==> src/rtl/hazard_stall_controller_pkg.sv <==
// rtl/hazard_stall_controller_pkg.sv - shared state encoding and constants for the stall controller
package hazard_stall_controller_pkg;

  typedef enum logic {
    RUN  = 1'b0,
    MULT = 1'b1
  } ctrlState_t;

  localparam logic [4:0] REG_ZERO  = 5'd0;
  localparam int         CNT_W_DEF = 16;

  // A load in EX whose destination feeds the ID instruction; r0 is hardwired and never hazards.
  function automatic logic loadUseHit(input logic memRead, input logic [4:0] exRt,
                                      input logic [4:0] idRs, input logic [4:0] idRt);
    return memRead && (exRt != REG_ZERO) && ((exRt == idRs) || (exRt == idRt));
  endfunction

endpackage

==> src/rtl/hazard_stall_controller_if.sv <==
// rtl/hazard_stall_controller_if.sv - pipeline hazard inputs and stage control outputs
interface hazard_stall_controller_if
  import hazard_stall_controller_pkg::*;
#(
  parameter int CNT_W = CNT_W_DEF
);
  logic             ID_EX_MemRead;
  logic [4:0]       ID_EX_RegRt;
  logic [4:0]       IF_ID_RegRs;
  logic [4:0]       IF_ID_RegRt;
  logic             EX_BranchTaken;
  logic             ID_EX_MultStart;
  logic             MEM_Wait;
  logic             PC_Write;
  logic             IF_ID_Write;
  logic             IF_ID_Flush;
  logic             ID_EX_Write;
  logic             ID_EX_Flush;
  logic             EX_MEM_Write;
  logic             EX_MEM_Flush;
  logic             MEM_WB_Flush;
  logic             Mult_Busy;
  logic [CNT_W-1:0] Stall_Count;
  logic [CNT_W-1:0] Flush_Count;

  modport master (
    output ID_EX_MemRead, ID_EX_RegRt, IF_ID_RegRs, IF_ID_RegRt,
           EX_BranchTaken, ID_EX_MultStart, MEM_Wait,
    input  PC_Write, IF_ID_Write, IF_ID_Flush, ID_EX_Write, ID_EX_Flush,
           EX_MEM_Write, EX_MEM_Flush, MEM_WB_Flush, Mult_Busy,
           Stall_Count, Flush_Count
  );

  modport slave (
    input  ID_EX_MemRead, ID_EX_RegRt, IF_ID_RegRs, IF_ID_RegRt,
           EX_BranchTaken, ID_EX_MultStart, MEM_Wait,
    output PC_Write, IF_ID_Write, IF_ID_Flush, ID_EX_Write, ID_EX_Flush,
           EX_MEM_Write, EX_MEM_Flush, MEM_WB_Flush, Mult_Busy,
           Stall_Count, Flush_Count
  );
endinterface

==> src/rtl/hazard_stall_controller_sat_counter.sv <==
// rtl/hazard_stall_controller_sat_counter.sv - saturating event counter
module sat_counter #(
  parameter int W = 16
) (
  input  logic         clk,
  input  logic         reset,
  input  logic         inc,
  output logic [W-1:0] count
);

  always_ff @(posedge clk) begin
    if (reset) begin
      count <= '0;
    end else if (inc && (count != '1)) begin
      count <= count + W'(1);
    end
  end

endmodule

==> src/rtl/hazard_stall_controller.sv <==
// rtl/hazard_stall_controller.sv - 5-stage pipeline write-enable/flush sequencing with stall statistics
module hazard_stall_controller
  import hazard_stall_controller_pkg::*;
#(
  parameter int MULT_CYCLES = 4,
  parameter int CNT_W       = CNT_W_DEF
) (
  input logic                     clk,
  input logic                     reset,
  hazard_stall_controller_if.slave bus
);

  // Entry cycle is itself a stall, so the counter starts two below the occupancy.
  localparam logic [3:0] MULT_LOAD = (MULT_CYCLES > 1) ? 4'(MULT_CYCLES - 2) : 4'd0;

  ctrlState_t state, nextState;
  logic [3:0] multCnt, nextMultCnt;
  logic       loadUse, branchFlush;
  logic       pcWrite, ifIdWrite, ifIdFlush, idExWrite, idExFlush;
  logic       exMemWrite, exMemFlush, memWbFlush;

  assign loadUse = loadUseHit(bus.ID_EX_MemRead, bus.ID_EX_RegRt, bus.IF_ID_RegRs, bus.IF_ID_RegRt);

  always_ff @(posedge clk) begin
    if (reset) begin
      state   <= RUN;
      multCnt <= 4'd0;
    end else begin
      state   <= nextState;
      multCnt <= nextMultCnt;
    end
  end

  always_comb begin
    pcWrite     = 1'b1;
    ifIdWrite   = 1'b1;
    ifIdFlush   = 1'b0;
    idExWrite   = 1'b1;
    idExFlush   = 1'b0;
    exMemWrite  = 1'b1;
    exMemFlush  = 1'b0;
    memWbFlush  = 1'b0;
    branchFlush = 1'b0;
    nextState   = state;
    nextMultCnt = multCnt;

    if (reset) begin
      pcWrite    = 1'b0;
      ifIdWrite  = 1'b0;
      idExWrite  = 1'b0;
      exMemWrite = 1'b0;
      ifIdFlush  = 1'b1;
      idExFlush  = 1'b1;
      exMemFlush = 1'b1;
      memWbFlush = 1'b1;
      nextState  = RUN;
      nextMultCnt = 4'd0;
    end else if (bus.MEM_Wait) begin
      // Full freeze; branch/load-use re-evaluate once memory is ready.
      pcWrite    = 1'b0;
      ifIdWrite  = 1'b0;
      idExWrite  = 1'b0;
      exMemWrite = 1'b0;
      memWbFlush = 1'b1;
    end else if (state == MULT) begin
      if (multCnt != 4'd0) begin
        pcWrite     = 1'b0;
        ifIdWrite   = 1'b0;
        idExWrite   = 1'b0;
        exMemFlush  = 1'b1;
        nextMultCnt = multCnt - 4'd1;
      end else begin
        nextState = RUN;
      end
    end else if (bus.ID_EX_MultStart && (MULT_CYCLES > 1)) begin
      pcWrite     = 1'b0;
      ifIdWrite   = 1'b0;
      idExWrite   = 1'b0;
      exMemFlush  = 1'b1;
      nextMultCnt = MULT_LOAD;
      nextState   = MULT;
    end else if (bus.EX_BranchTaken) begin
      ifIdFlush   = 1'b1;
      idExFlush   = 1'b1;
      branchFlush = 1'b1;
    end else if (loadUse) begin
      pcWrite   = 1'b0;
      ifIdWrite = 1'b0;
      idExFlush = 1'b1;
    end
  end

  assign bus.PC_Write     = pcWrite;
  assign bus.IF_ID_Write  = ifIdWrite;
  assign bus.IF_ID_Flush  = ifIdFlush;
  assign bus.ID_EX_Write  = idExWrite;
  assign bus.ID_EX_Flush  = idExFlush;
  assign bus.EX_MEM_Write = exMemWrite;
  assign bus.EX_MEM_Flush = exMemFlush;
  assign bus.MEM_WB_Flush = memWbFlush;
  assign bus.Mult_Busy    = (state == MULT);

  sat_counter #(.W(CNT_W)) stallCounter (
    .clk   (clk),
    .reset (reset),
    .inc   (!pcWrite),
    .count (bus.Stall_Count)
  );

  sat_counter #(.W(CNT_W)) flushCounter (
    .clk   (clk),
    .reset (reset),
    .inc   (branchFlush),
    .count (bus.Flush_Count)
  );

endmodule

==> src/flat_wrapper.sv <==
// flat-port wrapper written by rule: the top's interface ports become plain ports
module hazard_stall_controller_flat import hazard_stall_controller_pkg::*;
#(
  parameter int MULT_CYCLES = 4,
  parameter int CNT_W       = CNT_W_DEF
)
  (clk, reset, bus_ID_EX_MemRead, bus_ID_EX_RegRt, bus_IF_ID_RegRs, bus_IF_ID_RegRt, bus_EX_BranchTaken, bus_ID_EX_MultStart, bus_MEM_Wait, bus_PC_Write, bus_IF_ID_Write, bus_IF_ID_Flush, bus_ID_EX_Write, bus_ID_EX_Flush, bus_EX_MEM_Write, bus_EX_MEM_Flush, bus_MEM_WB_Flush, bus_Mult_Busy, bus_Stall_Count, bus_Flush_Count);
  hazard_stall_controller_if #(.CNT_W(CNT_W)) bus_i ();
  input logic clk;
  input logic reset;
  input wire logic [$bits(bus_i.ID_EX_MemRead)-1:0] bus_ID_EX_MemRead;
  input wire logic [$bits(bus_i.ID_EX_RegRt)-1:0] bus_ID_EX_RegRt;
  input wire logic [$bits(bus_i.IF_ID_RegRs)-1:0] bus_IF_ID_RegRs;
  input wire logic [$bits(bus_i.IF_ID_RegRt)-1:0] bus_IF_ID_RegRt;
  input wire logic [$bits(bus_i.EX_BranchTaken)-1:0] bus_EX_BranchTaken;
  input wire logic [$bits(bus_i.ID_EX_MultStart)-1:0] bus_ID_EX_MultStart;
  input wire logic [$bits(bus_i.MEM_Wait)-1:0] bus_MEM_Wait;
  output wire logic [$bits(bus_i.PC_Write)-1:0] bus_PC_Write;
  output wire logic [$bits(bus_i.IF_ID_Write)-1:0] bus_IF_ID_Write;
  output wire logic [$bits(bus_i.IF_ID_Flush)-1:0] bus_IF_ID_Flush;
  output wire logic [$bits(bus_i.ID_EX_Write)-1:0] bus_ID_EX_Write;
  output wire logic [$bits(bus_i.ID_EX_Flush)-1:0] bus_ID_EX_Flush;
  output wire logic [$bits(bus_i.EX_MEM_Write)-1:0] bus_EX_MEM_Write;
  output wire logic [$bits(bus_i.EX_MEM_Flush)-1:0] bus_EX_MEM_Flush;
  output wire logic [$bits(bus_i.MEM_WB_Flush)-1:0] bus_MEM_WB_Flush;
  output wire logic [$bits(bus_i.Mult_Busy)-1:0] bus_Mult_Busy;
  output wire logic [$bits(bus_i.Stall_Count)-1:0] bus_Stall_Count;
  output wire logic [$bits(bus_i.Flush_Count)-1:0] bus_Flush_Count;
  assign bus_i.ID_EX_MemRead = bus_ID_EX_MemRead;
  assign bus_i.ID_EX_RegRt = bus_ID_EX_RegRt;
  assign bus_i.IF_ID_RegRs = bus_IF_ID_RegRs;
  assign bus_i.IF_ID_RegRt = bus_IF_ID_RegRt;
  assign bus_i.EX_BranchTaken = bus_EX_BranchTaken;
  assign bus_i.ID_EX_MultStart = bus_ID_EX_MultStart;
  assign bus_i.MEM_Wait = bus_MEM_Wait;
  assign bus_PC_Write = bus_i.PC_Write;
  assign bus_IF_ID_Write = bus_i.IF_ID_Write;
  assign bus_IF_ID_Flush = bus_i.IF_ID_Flush;
  assign bus_ID_EX_Write = bus_i.ID_EX_Write;
  assign bus_ID_EX_Flush = bus_i.ID_EX_Flush;
  assign bus_EX_MEM_Write = bus_i.EX_MEM_Write;
  assign bus_EX_MEM_Flush = bus_i.EX_MEM_Flush;
  assign bus_MEM_WB_Flush = bus_i.MEM_WB_Flush;
  assign bus_Mult_Busy = bus_i.Mult_Busy;
  assign bus_Stall_Count = bus_i.Stall_Count;
  assign bus_Flush_Count = bus_i.Flush_Count;
  hazard_stall_controller #(.MULT_CYCLES(MULT_CYCLES), .CNT_W(CNT_W)) u_core (.clk(clk), .reset(reset), .bus(bus_i));
endmodule
==> config.mk <==
export PLATFORM = sky130hd
export DESIGN_NAME = hazard_stall_controller_flat
export DESIGN_NICKNAME = d
export VERILOG_FILES = /design/src/rtl/hazard_stall_controller_pkg.sv /design/src/rtl/hazard_stall_controller_if.sv /design/src/rtl/hazard_stall_controller_sat_counter.sv /design/src/rtl/hazard_stall_controller.sv /design/src/flat_wrapper.sv
export SDC_FILE = /design/constraint.sdc
export NUM_CORES = 1
export LEC_CHECK = 0
export CELL_PAD_IN_SITES_DETAIL_PLACEMENT = 1
export CELL_PAD_IN_SITES_GLOBAL_PLACEMENT = 1
export CORE_ASPECT_RATIO = 1.2
export CORE_UTILIZATION = 33
export DETAILED_ROUTE_END_ITERATION = 7
export PLACE_DENSITY = 0.78
export SLEW_MARGIN = 20
export SYNTH_ARGS = -nofsm -noshare
export SYNTH_HDL_FRONTEND = slang
export SYNTH_SLANG_ARGS = --single-unit
==> constraint.sdc <==
create_clock -name clk -period 2.5 [get_ports clk]
set_input_delay 0.5 -clock clk [delete_from_list [all_inputs] [get_ports clk]]
set_output_delay 0.5 -clock clk [all_outputs]
set_load 0.1 [all_outputs]
==> results.sh <==
export IMPL_grt_use_total_pct=19.7
export IMPL_clock_root_buffer="clkbuf_8"
export IMPL_gp_congestion=0.767
export IMPL_core_area_um2=5710
export IMPL_cap_violations=0
export IMPL_worstPathCellList="clkdlybuf4s15_1 -> or4_4 -> o21a_4 -> a31oi_4 -> buf_12"
export IMPL_setup_viol=0
export IMPL_reg2reg_depth=9
export IMPL_max_slew_margin_pct=71.5
export IMPL_die_w_um=72.6
export IMPL_holdPathStages=2
export IMPL_internal_power_mw=0.923
export IMPL_die_area_um2=6290
export IMPL_clk_latency_ns=0.28
export IMPL_dpl_hpwl_mm=4.35
export IMPL_yosys_warnings=0
export IMPL_synthArstFlopShare_pct=0
export IMPL_final_cell_mix="51 x buf_4, 26 x nor2_1, 23 x nand2_1, 21 x dfxtp_1"
export IMPL_fillers=700
export IMPL_whs_ns=0.482
export IMPL_drive_above_1_share_pct=30.6
export IMPL_pwr_share_seq_pct=45.5
export IMPL_irDropWorstVdd_mv=0.204
export IMPL_grt_max_degree=39
export IMPL_cts_htree_levels=2
export IMPL_placementRows=30
export IMPL_worst_ep_arrival_time_ns=1.97
export IMPL_totalNegativeSetupSlack_ns=0
export IMPL_io_buffers=61
export IMPL_cp_top_family="simple AND/OR/NAND/NOR gates"
export IMPL_antennaDiodeCount=0
export IMPL_fin_util_pct=51.6
export IMPL_final_common_cell="buf_4"
export IMPL_finClkSkew_ns=0.00688
export IMPL_vias=2030
export IMPL_final_hold_viol_count=0
export IMPL_r2r_slack_ns=0.24
export IMPL_drt_iter0_markers=64
export IMPL_cpMaxStageDelayCell="or4_4"
export IMPL_placed_cells=391
export IMPL_tightest_slew_ns=0.426
export IMPL_clk_path_buf_depth=2
export IMPL_postCtsHoldBufs=0
export IMPL_outcome="finished clean"
export IMPL_period_needed_ns=2.47
export IMPL_power_mw=1.35
export IMPL_pin_count=62
export IMPL_clk_pin_slew_worst_paths_ns=0.07
export IMPL_switching_share_pct=31.8
export IMPL_powerDensity_nw_per_um2=460
export IMPL_dp_slack_ns=-0.259
export IMPL_max_freq_ghz=0.405
export IMPL_fin_nets=344
export IMPL_grt_pass1_vias=2117
export IMPL_gr_total_overflow=0
export IMPL_final_area_um2=2940
export IMPL_critPathKind="primary input to output pin"
export IMPL_multiInputGateArea_um2=1210
export IMPL_synth_flop_cell="dfxtp_1"
export IMPL_via_per_inst=5.08
export IMPL_wl_mm=5.66
export IMPL_antenna_found_initial=0
export IMPL_drv_slew=0
export IMPL_cp_required_ns=2.00
export IMPL_min_path_type="flip-flop to flip-flop"
export IMPL_seq_area_um2=763
export IMPL_cp_buffers_inverters=2
export IMPL_leakagePower_nw=1.10
export IMPL_seq_area_frac_synth_pct=37.6
export IMPL_max_stage_delay_ns=0.54
export IMPL_power_frac_comb_pct=25.3
export IMPL_ys_ff_latch=37
export IMPL_numCtsBuffers=5
export IMPL_instances_no_fill=400
export IMPL_grt_pass1_wl_mm=9.86
export IMPL_synth_edff_count=0
export IMPL_syn_area_per_cell_um2=8.08
export IMPL_switching_power_mw=0.431
export IMPL_dr_pass1_iters=4
export IMPL_antenna_left=0
export IMPL_die_h_um=86.7
export IMPL_finalCritPeriodShare_pct=98.9
export IMPL_end_kind="output pin"
export IMPL_cts_tree="built"
export IMPL_cp_start_kind="primary input"
export IMPL_fin_ws_ns=0.0282
export IMPL_area_growth_pct=49.3
export IMPL_clockPowerShare_pct=29.2
export IMPL_synth_cell_types=42
export IMPL_cts_sinks=37
export IMPL_cp_num_cells=5
export IMPL_drt_wirelength_per_cell_um=14.1
export IMPL_path_max_fanout=3
export IMPL_initial_utilization_pct=34.6
export IMPL_placed_cell_area_um2=2830
export IMPL_synth_nets=268
export IMPL_syn_inst=244
export IMPL_drcViolationCount=0
export IMPL_synth_area_um2=1970
[synth_stat cells (all sizes together), types with 2 or more instances]
cell type  count  area share [%]
dfxtp         37              38
nor2          27             5.1
nand2         23             4.4
a21oi         18             4.6
xnor2         18             8.0
nand3         12             3.0
nor3          12             3.0
inv           10             1.9
nand4          9             3.2
o21ai          9             2.3
or3            9             2.9
or4            8             3.0
xor2           7             3.1
clkbuf         6             1.1
o31ai          6             2.3
buf            5             1.8
and3           4             1.5
ha             3             1.9
nand2b         2            0.63
nor2b          2            0.63
nor4           2            0.63
[layout make-up]
| type | count | area share, % |
|---|---|---|
| multi-input combinational | 186 | 41.1 |
| sequential | 37 | 25.9 |
| timing repair buffer | 80 | 25.7 |
| tap | 80 | 3.40 |
| clock buffer | 6 | 2.46 |
| inverter | 10 | 1.27 |
| clock inverter | 1 | 0.170 |
[registers in the layout (all words and copies together) (netlist names)]
name	cells
u_core.stallCounter.count	16
u_core.multCnt	4
u_core.bus.Mult_Busy	1
u_core.flushCounter.count	16
[what timing repair did]
item	in CTS	in global routing
buffers inserted	1	2
pin swaps	8	5
setup endpoints to repair	3	3
endpoints found under the hold margin	0	0
gates resized for setup	13	6
[tightest hold or removal path, cell delays in order, from the launching register on]
cell and delay (ns):
dfxtp_2 0.34, nand2_1 0.05, a21oi_1 0.05
[worst paths after layout]
| path | startpoint | end |
|---|---|---|
| worst max-delay path | bus_ID_EX_RegRt[3] | bus_IF_ID_Write |
| worst max register to register | u_core.multCnt[0]$_SDFFE_PP0P_ | u_core.stallCounter.count[13]$_SDFFE_PP0P_ |
| worst min register to register | u_core.flushCounter.count[1]$_SDFFE_PP0P_ | u_core.flushCounter.count[1]$_SDFFE_PP0P_ |
| worst min-delay path | u_core.flushCounter.count[1]$_SDFFE_PP0P_ | u_core.flushCounter.count[1]$_SDFFE_PP0P_ |
[routing by layer]
metal / share of wire (%) / up-vias / global-route usage, %
met2: 50 / 37 / 34.5
met1: 46 / 970 / 24.5
met4: 1.7 / 0 / 5.70
met5: 0 / - / 0
li1: - / 1012 / -
met3: 2.7 / 11 / 3.60
[power by group through the flow]
stage | logic, mW | clock network [mW] | registers [mW]
CTS | 0.338 | 0.415 | 0.616
detailed placement | 0.340 | 0 | 0.630
global placement | 0.333 | 0 | 0.629
finish | 0.343 | 0.395 | 0.616
global route | 0.363 | 0.443 | 0.619
floorplan | 0.154 | 0 | 0.684
[cell families (layout without fill, tap and decap cells)]
family / Yosys count / after routing / synth area share [%]
buffers and inverters: 21 / 97 / 4.82
XOR/XNOR: 25 / 25 / 11.1
flip-flops: 37 / 37 / 37.6
AO/OA/AOI/OAI: 42 / 42 / 13.8
adder cells (fa/ha/maj): 3 / 3 / 1.90
AND/OR/NAND/NOR: 114 / 114 / 29.7
multiplexers: 2 / 2 / 1.08
No activity file was read; power rests on OpenSTA's default activity.
==> edit 1 (same flow settings) <==
Change the package constant `CNT_W_DEF` from 16 to 32.
--- a/src/rtl/hazard_stall_controller_pkg.sv
+++ b/src/rtl/hazard_stall_controller_pkg.sv
@@ -7,7 +7,7 @@
   } ctrlState_t;
 
   localparam logic [4:0] REG_ZERO  = 5'd0;
-  localparam int         CNT_W_DEF = 16;
+  localparam int         CNT_W_DEF = 32;
 
   // A load in EX whose destination feeds the ID instruction; r0 is hardwired and never hazards.
   function automatic logic loadUseHit(input logic memRead, input logic [4:0] exRt,
Interface: changed (resized bus_Flush_Count and bus_Stall_Count); port bits go from 62 to 94. The function was not compared with the original's and may differ.
==> edit 1 against the original RTL <==
Setup slack improved by 0.011 ns. Cell area rose by 74%. Synthesized cell count rose by 73%. Sequential cell count rose by 32. Total power rose by 100%. Synthesized area rose by 75%. Register-to-register slack got worse by 0.13 ns. Routed wire length rose by 83%. Critical path type unchanged.
==> edit 1: results (changes against the original RTL) <==
status:
  status: "finished, final reports clean"
finish:
  reg_top3: "u_core.flushCounter.count (32), u_core.stallCounter.count (32), u_core.multCnt (4)"
  nFillCells: 1219  # +74%
  drive_gt1_share_pct: 38.4  # +7.8 points
  final_nets: 566  # +65%
hold_path:
  hold_end: "u_core.stallCounter.count[26]$_SDFFE_PP0P_"
  hp-start: "u_core.stallCounter.count[26]$_SDFFE_PP0P_"
global_routing:
  track_usage_pct: 19.2  # -0.51 points
  grt-ovfl-total: 0  # unchanged
  grt_max_degree: 75  # +92%
  antenna_found_initial: 1  # +1
power_and_ir_drop:
  p_total_mw: 2.71  # +100%
  pwr-share-clk_pct: 45.4  # +16 points
  peakVddDrop_v: 0.000259  # +27%
  seq_cell_power_mw: 1.12  # +82%
  leakage_nw: 2.01  # +83%
  swShare_pct: 26.5  # -5.4 points
synthesis:
  yosys-mux-area-fraction_pct: 0.941  # -0.14 points
  synth_seq_area_share_pct: 39.9  # +2.4 points
  synth_area_per_cell_um2: 8.20  # +1.4%
  yosys.area_share.adder_pct: 1.09  # -0.82 points
  synth_cell_types: 45  # +7.1%
  synth_common_cells: "dfxtp_1, nor2_1, xnor2_1, nand2_1, nand3_1"
  synthXorXnorAreaFrac_pct: 13.7  # +2.6 points
  synthTopCellsByArea: "dfxtp_1, xnor2_1, nor2_1, xor2_1, nand3_1"
  syn_nets: 446  # +66%
  synth_compound_area_share_pct: 7.60  # -6.2 points
cts:
  root_buffer: "clkbuf_16"
  cts_buffers: 9  # +4
  clock_latency_ns: 0.33  # +0.05 ns
  clk_pin_slew_ns: 0.06
  htree_levels: 3  # +1
sta:
  hold_ws_ns: 0.487  # +0.00425 ns
  relSlewSlack_pct: 47.7  # -24 points
  clock_skew_ns: 0.00656  # -0.000320 ns
placement:
  numPortBuffers: 93  # +52%
  dpl_cell_area_mm2: 0.00474  # +68%
  post-place-cells: 653  # +67%
  dp_hpwl_um: 7370  # +69%
route:
  met2_length_um: 5150  # +83%
  wl_met3_um: 330  # +120%
  drt_wl_total_um: 10300  # +83%
  avgViaCountPerCell: 5.17  # +1.9%
  vias: 3486  # +72%
  met1_length_um: 4640  # +79%
  drt_iter0_markers: 113  # +77%
worst_setup_path:
  r2r_slack_ns: 0.11  # -0.13 ns
  rr_startpoint: "u_core.multCnt[1]$_SDFFE_PP0P_"
  critPathSlowestCell: "or4_1"
  cp_max_fo: 4  # +1
edit 1: area by class of cell:
type / count / area share [%]
Sequential cell: 69 / 28.8
Tap cell: 126 / 3.08
Timing Repair Buffer: 126 / 21.4
Antenna cell: 1 / 0.0488
Clock buffer: 13 / 5.30
Inverter: 8 / 0.586
Clock inverter: 3 / 0.342
Multi-Input combinational cell: 328 / 40.4
edit 1: worst min-delay path: cells and delay by family (launching register included):
family          cells  cell delay (ns)
compound gates      2             0.12
flops               1             0.32
edit 1: per-layer routing:
layer  vias to the layer above  global-route usage [%]
met2                        60                    32.0
li1                       1708                       -
met4                         0                    9.35
met5                         -                       0
met3                        13                    3.32
met1                      1705                    23.8
edit 1: through the flow:
stage                     TNS, ns  setup WS (ns)
after global routing       -0.110        -0.0495
after floorplan           -0.0840        -0.0840
after detailed placement   -16.40         -0.560
final                           0         0.0388
after global placement     -12.61         -0.449
after CTS                       0        0.00905
edit 1: timing repair:
item	CTS	global route
endpoints found under the setup margin	22	21
buffers inserted	2	2
gates cloned	1	0
pin swaps	11	19
resized for setup	27	24
edit 1: worst max-delay path by stage:
stage	endpoint	slack [ns]	start	depth (start not counted)
after floorplan	bus_PC_Write	-0.08	u_core.bus.Mult_Busy$_SDFFE_PP0N_	6
after global placement	u_core.stallCounter.count[31]$_SDFFE_PP0P_	-0.45	bus_ID_EX_RegRt[3]	10
after detailed placement	u_core.stallCounter.count[31]$_SDFFE_PP0P_	-0.56	bus_ID_EX_RegRt[4]	10
after CTS	u_core.stallCounter.count[3]$_SDFFE_PP0P_	0.009	bus_IF_ID_RegRt[4]	12
after global routing	bus_IF_ID_Write	-0.05	u_core.multCnt[1]$_SDFFE_PP0P_	7
final	bus_IF_ID_Write	0.04	bus_ID_EX_RegRt[2]	6
==> edit 2 (same flow settings) <==
Made on the original files. Make the reset (`reset`) asynchronous in 2 clocked blocks.
--- a/src/rtl/hazard_stall_controller_sat_counter.sv
+++ b/src/rtl/hazard_stall_controller_sat_counter.sv
@@ -8,7 +8,7 @@
   output logic [W-1:0] count
 );
 
-  always_ff @(posedge clk) begin
+  always_ff @(posedge clk or posedge reset) begin
     if (reset) begin
       count <= '0;
     end else if (inc && (count != '1)) begin
--- a/src/rtl/hazard_stall_controller.sv
+++ b/src/rtl/hazard_stall_controller.sv
@@ -21,7 +21,7 @@
 
   assign loadUse = loadUseHit(bus.ID_EX_MemRead, bus.ID_EX_RegRt, bus.IF_ID_RegRs, bus.IF_ID_RegRt);
 
-  always_ff @(posedge clk) begin
+  always_ff @(posedge clk or posedge reset) begin
     if (reset) begin
       state   <= RUN;
       multCnt <= 4'd0;
Formal check against the unedited RTL: differs if reset is asserted again (counterexample within 4 cycles, from zero or initial values and one cycle with reset high); with reset held inactive, the same outputs for 10 cycles.
==> edit 2 against the original RTL <==
The flow now finishes with violations (negative setup slack). Setup slack got worse by 0.064 ns. Hold slack improved by 0.024 ns. Sequential cell count did not move. Global-route usage shrank 1.6 points. Cell area up 4.8%. Synthesized area is 5.9% higher. Via count decreased by 16%. Routed wire length shrank 0.12%. Non-clock buffer count shrank 3.
Power is not compared: it rests on default switching activity, and its combinational part moved more than twofold at a synthesized area within 25%.
==> edit 2: results (changes against the original RTL) <==
status:
  status: "complete, but fails checks"
  violations: "negative setup slack"
sta:
  tns_ns: -0.0711  # -0.0711 ns
  finalWorstSetupSlack_ns: -0.0358  # -0.0639 ns
  tightest_slew_ns: 0.494  # +0.0685 ns
  clock_skew_ns: 0.0100  # +0.00313 ns
  hold_ws_ns: 0.506  # +0.0239 ns
  finalSetupViolCount: 2  # +2
synthesis:
  synth_cell_types: 41  # -2.4%
  synth_common_cells: "dfrtp_1, xor2_1, xnor2_1, nor2_1, nand2_1"
  async_flop_share_pct: 100  # +100 points
  syn_inst: 191  # -22%
  yosys-mux-area-fraction_pct: 1.08  # about the same
  synthTopCellsByArea: "dfrtp_1, xor2_1, xnor2_1, nor2_1, nand2_1"
  synth_compound_area_share_pct: 7.13  # -6.7 points
  synthXorXnorAreaFrac_pct: 16.8  # +5.7 points
finish:
  nNonClkInverters: 11  # +1
  drive_gt1_share_pct: 40.4  # +9.7 points
  seqCellArea_um2: 932  # +22%
  multi_input_area_mm2: 0.00117  # -3.1%
  multi_input_gates: 138  # -26%
  nFillCells: 673  # -3.9%
  seq_cell_count: 37  # unchanged
  final-nonclk-buf-share_pct: 24.1  # -1.6 points
  buffers: 77  # -3.8%
  final_util_pct: 50.7  # -0.91 points
  clock_cell_area_share_pct: 2.92  # +0.28 points
route:
  wl_per_cell_um: 16.0  # +13%
  drt_wl_total_um: 5650  # -0.12%
  vias: 1704  # -16%
  drt-pass1-iter-count: 4  # unchanged
  drt_iter0_markers: 73  # +14%
placement:
  gp_congestion: 0.783  # +2.1%
  dp_slack_ns: -0.215  # +0.0445 ns
  post-place-cells: 342  # -13%
  dp_hpwl_um: 4240  # -2.5%
worst_setup_path:
  rr_worst_depth: 8  # -1
  r2r_slack_ns: 0.40  # +0.16 ns
hold_path:
  min_path_cells: 1  # -1
global_routing:
  track_usage_pct: 18.2  # -1.6 points
  grt_pass1_vias: 1823  # -14%
## edit 2: cell types whose count changed after synthesis, moves of 8 or more
cell	change
dfxtp_1	-37
nor3_1	-8
or3_1	-8
nor2_1	-9
nand3_1	-8
nand2_1	-8
dfrtp_1	+37
xor2_1	+14
a21oi_1	-16
## edit 2: timing repair
action / 4_1_cts / 5_1_grt
resized for setup: 10 / 16
buffers inserted: 1 / 2
endpoints found under the setup margin: 3 / 4
hold endpoints to repair: 0 / 0
pin swaps: 8 / 11
## edit 2: per-layer routing
| layer | vias to the layer above | wire length, um |
|---|---|---|
| li1 | 812 | - |
| met1 | 850 | 2220 |
| met2 | 40 | 3160 |
| met3 | 2 | 235 |
| met4 | 0 | 40 |
| met5 | - | 0 |
## edit 2: worst max-delay path, stage by stage
cell,delay (ns)
dlygate4sd2_1,0.26
or4_1,0.55
o21a_2,0.28
a31oi_4,0.23
buf_12,0.21
## edit 2: power breakdown
group	switching (mW)	leakage, nW	internal (mW)
Clock	0.207	0.0433	0.218
Combinational	0.908	0.902	0.319
Sequential	0.131	0.477	0.693
Total	1.25	1.42	1.23
## edit 2: worst paths after layout
path / start / end
min in group asynchronous: reset / u_core.flushCounter.count[1]$_DFFE_PP0P_
setup / recovery: bus_ID_EX_RegRt[3] / bus_PC_Write
setup reg to reg: u_core.multCnt[0]$_DFFE_PP0P_ / u_core.stallCounter.count[1]$_DFFE_PP0P_
hold reg to reg: u_core.stallCounter.count[12]$_DFFE_PP0P_ / u_core.stallCounter.count[12]$_DFFE_PP0P_
max in group asynchronous: reset / u_core.stallCounter.count[1]$_DFFE_PP0P_
hold / removal: u_core.stallCounter.count[12]$_DFFE_PP0P_ / u_core.stallCounter.count[12]$_DFFE_PP0P_
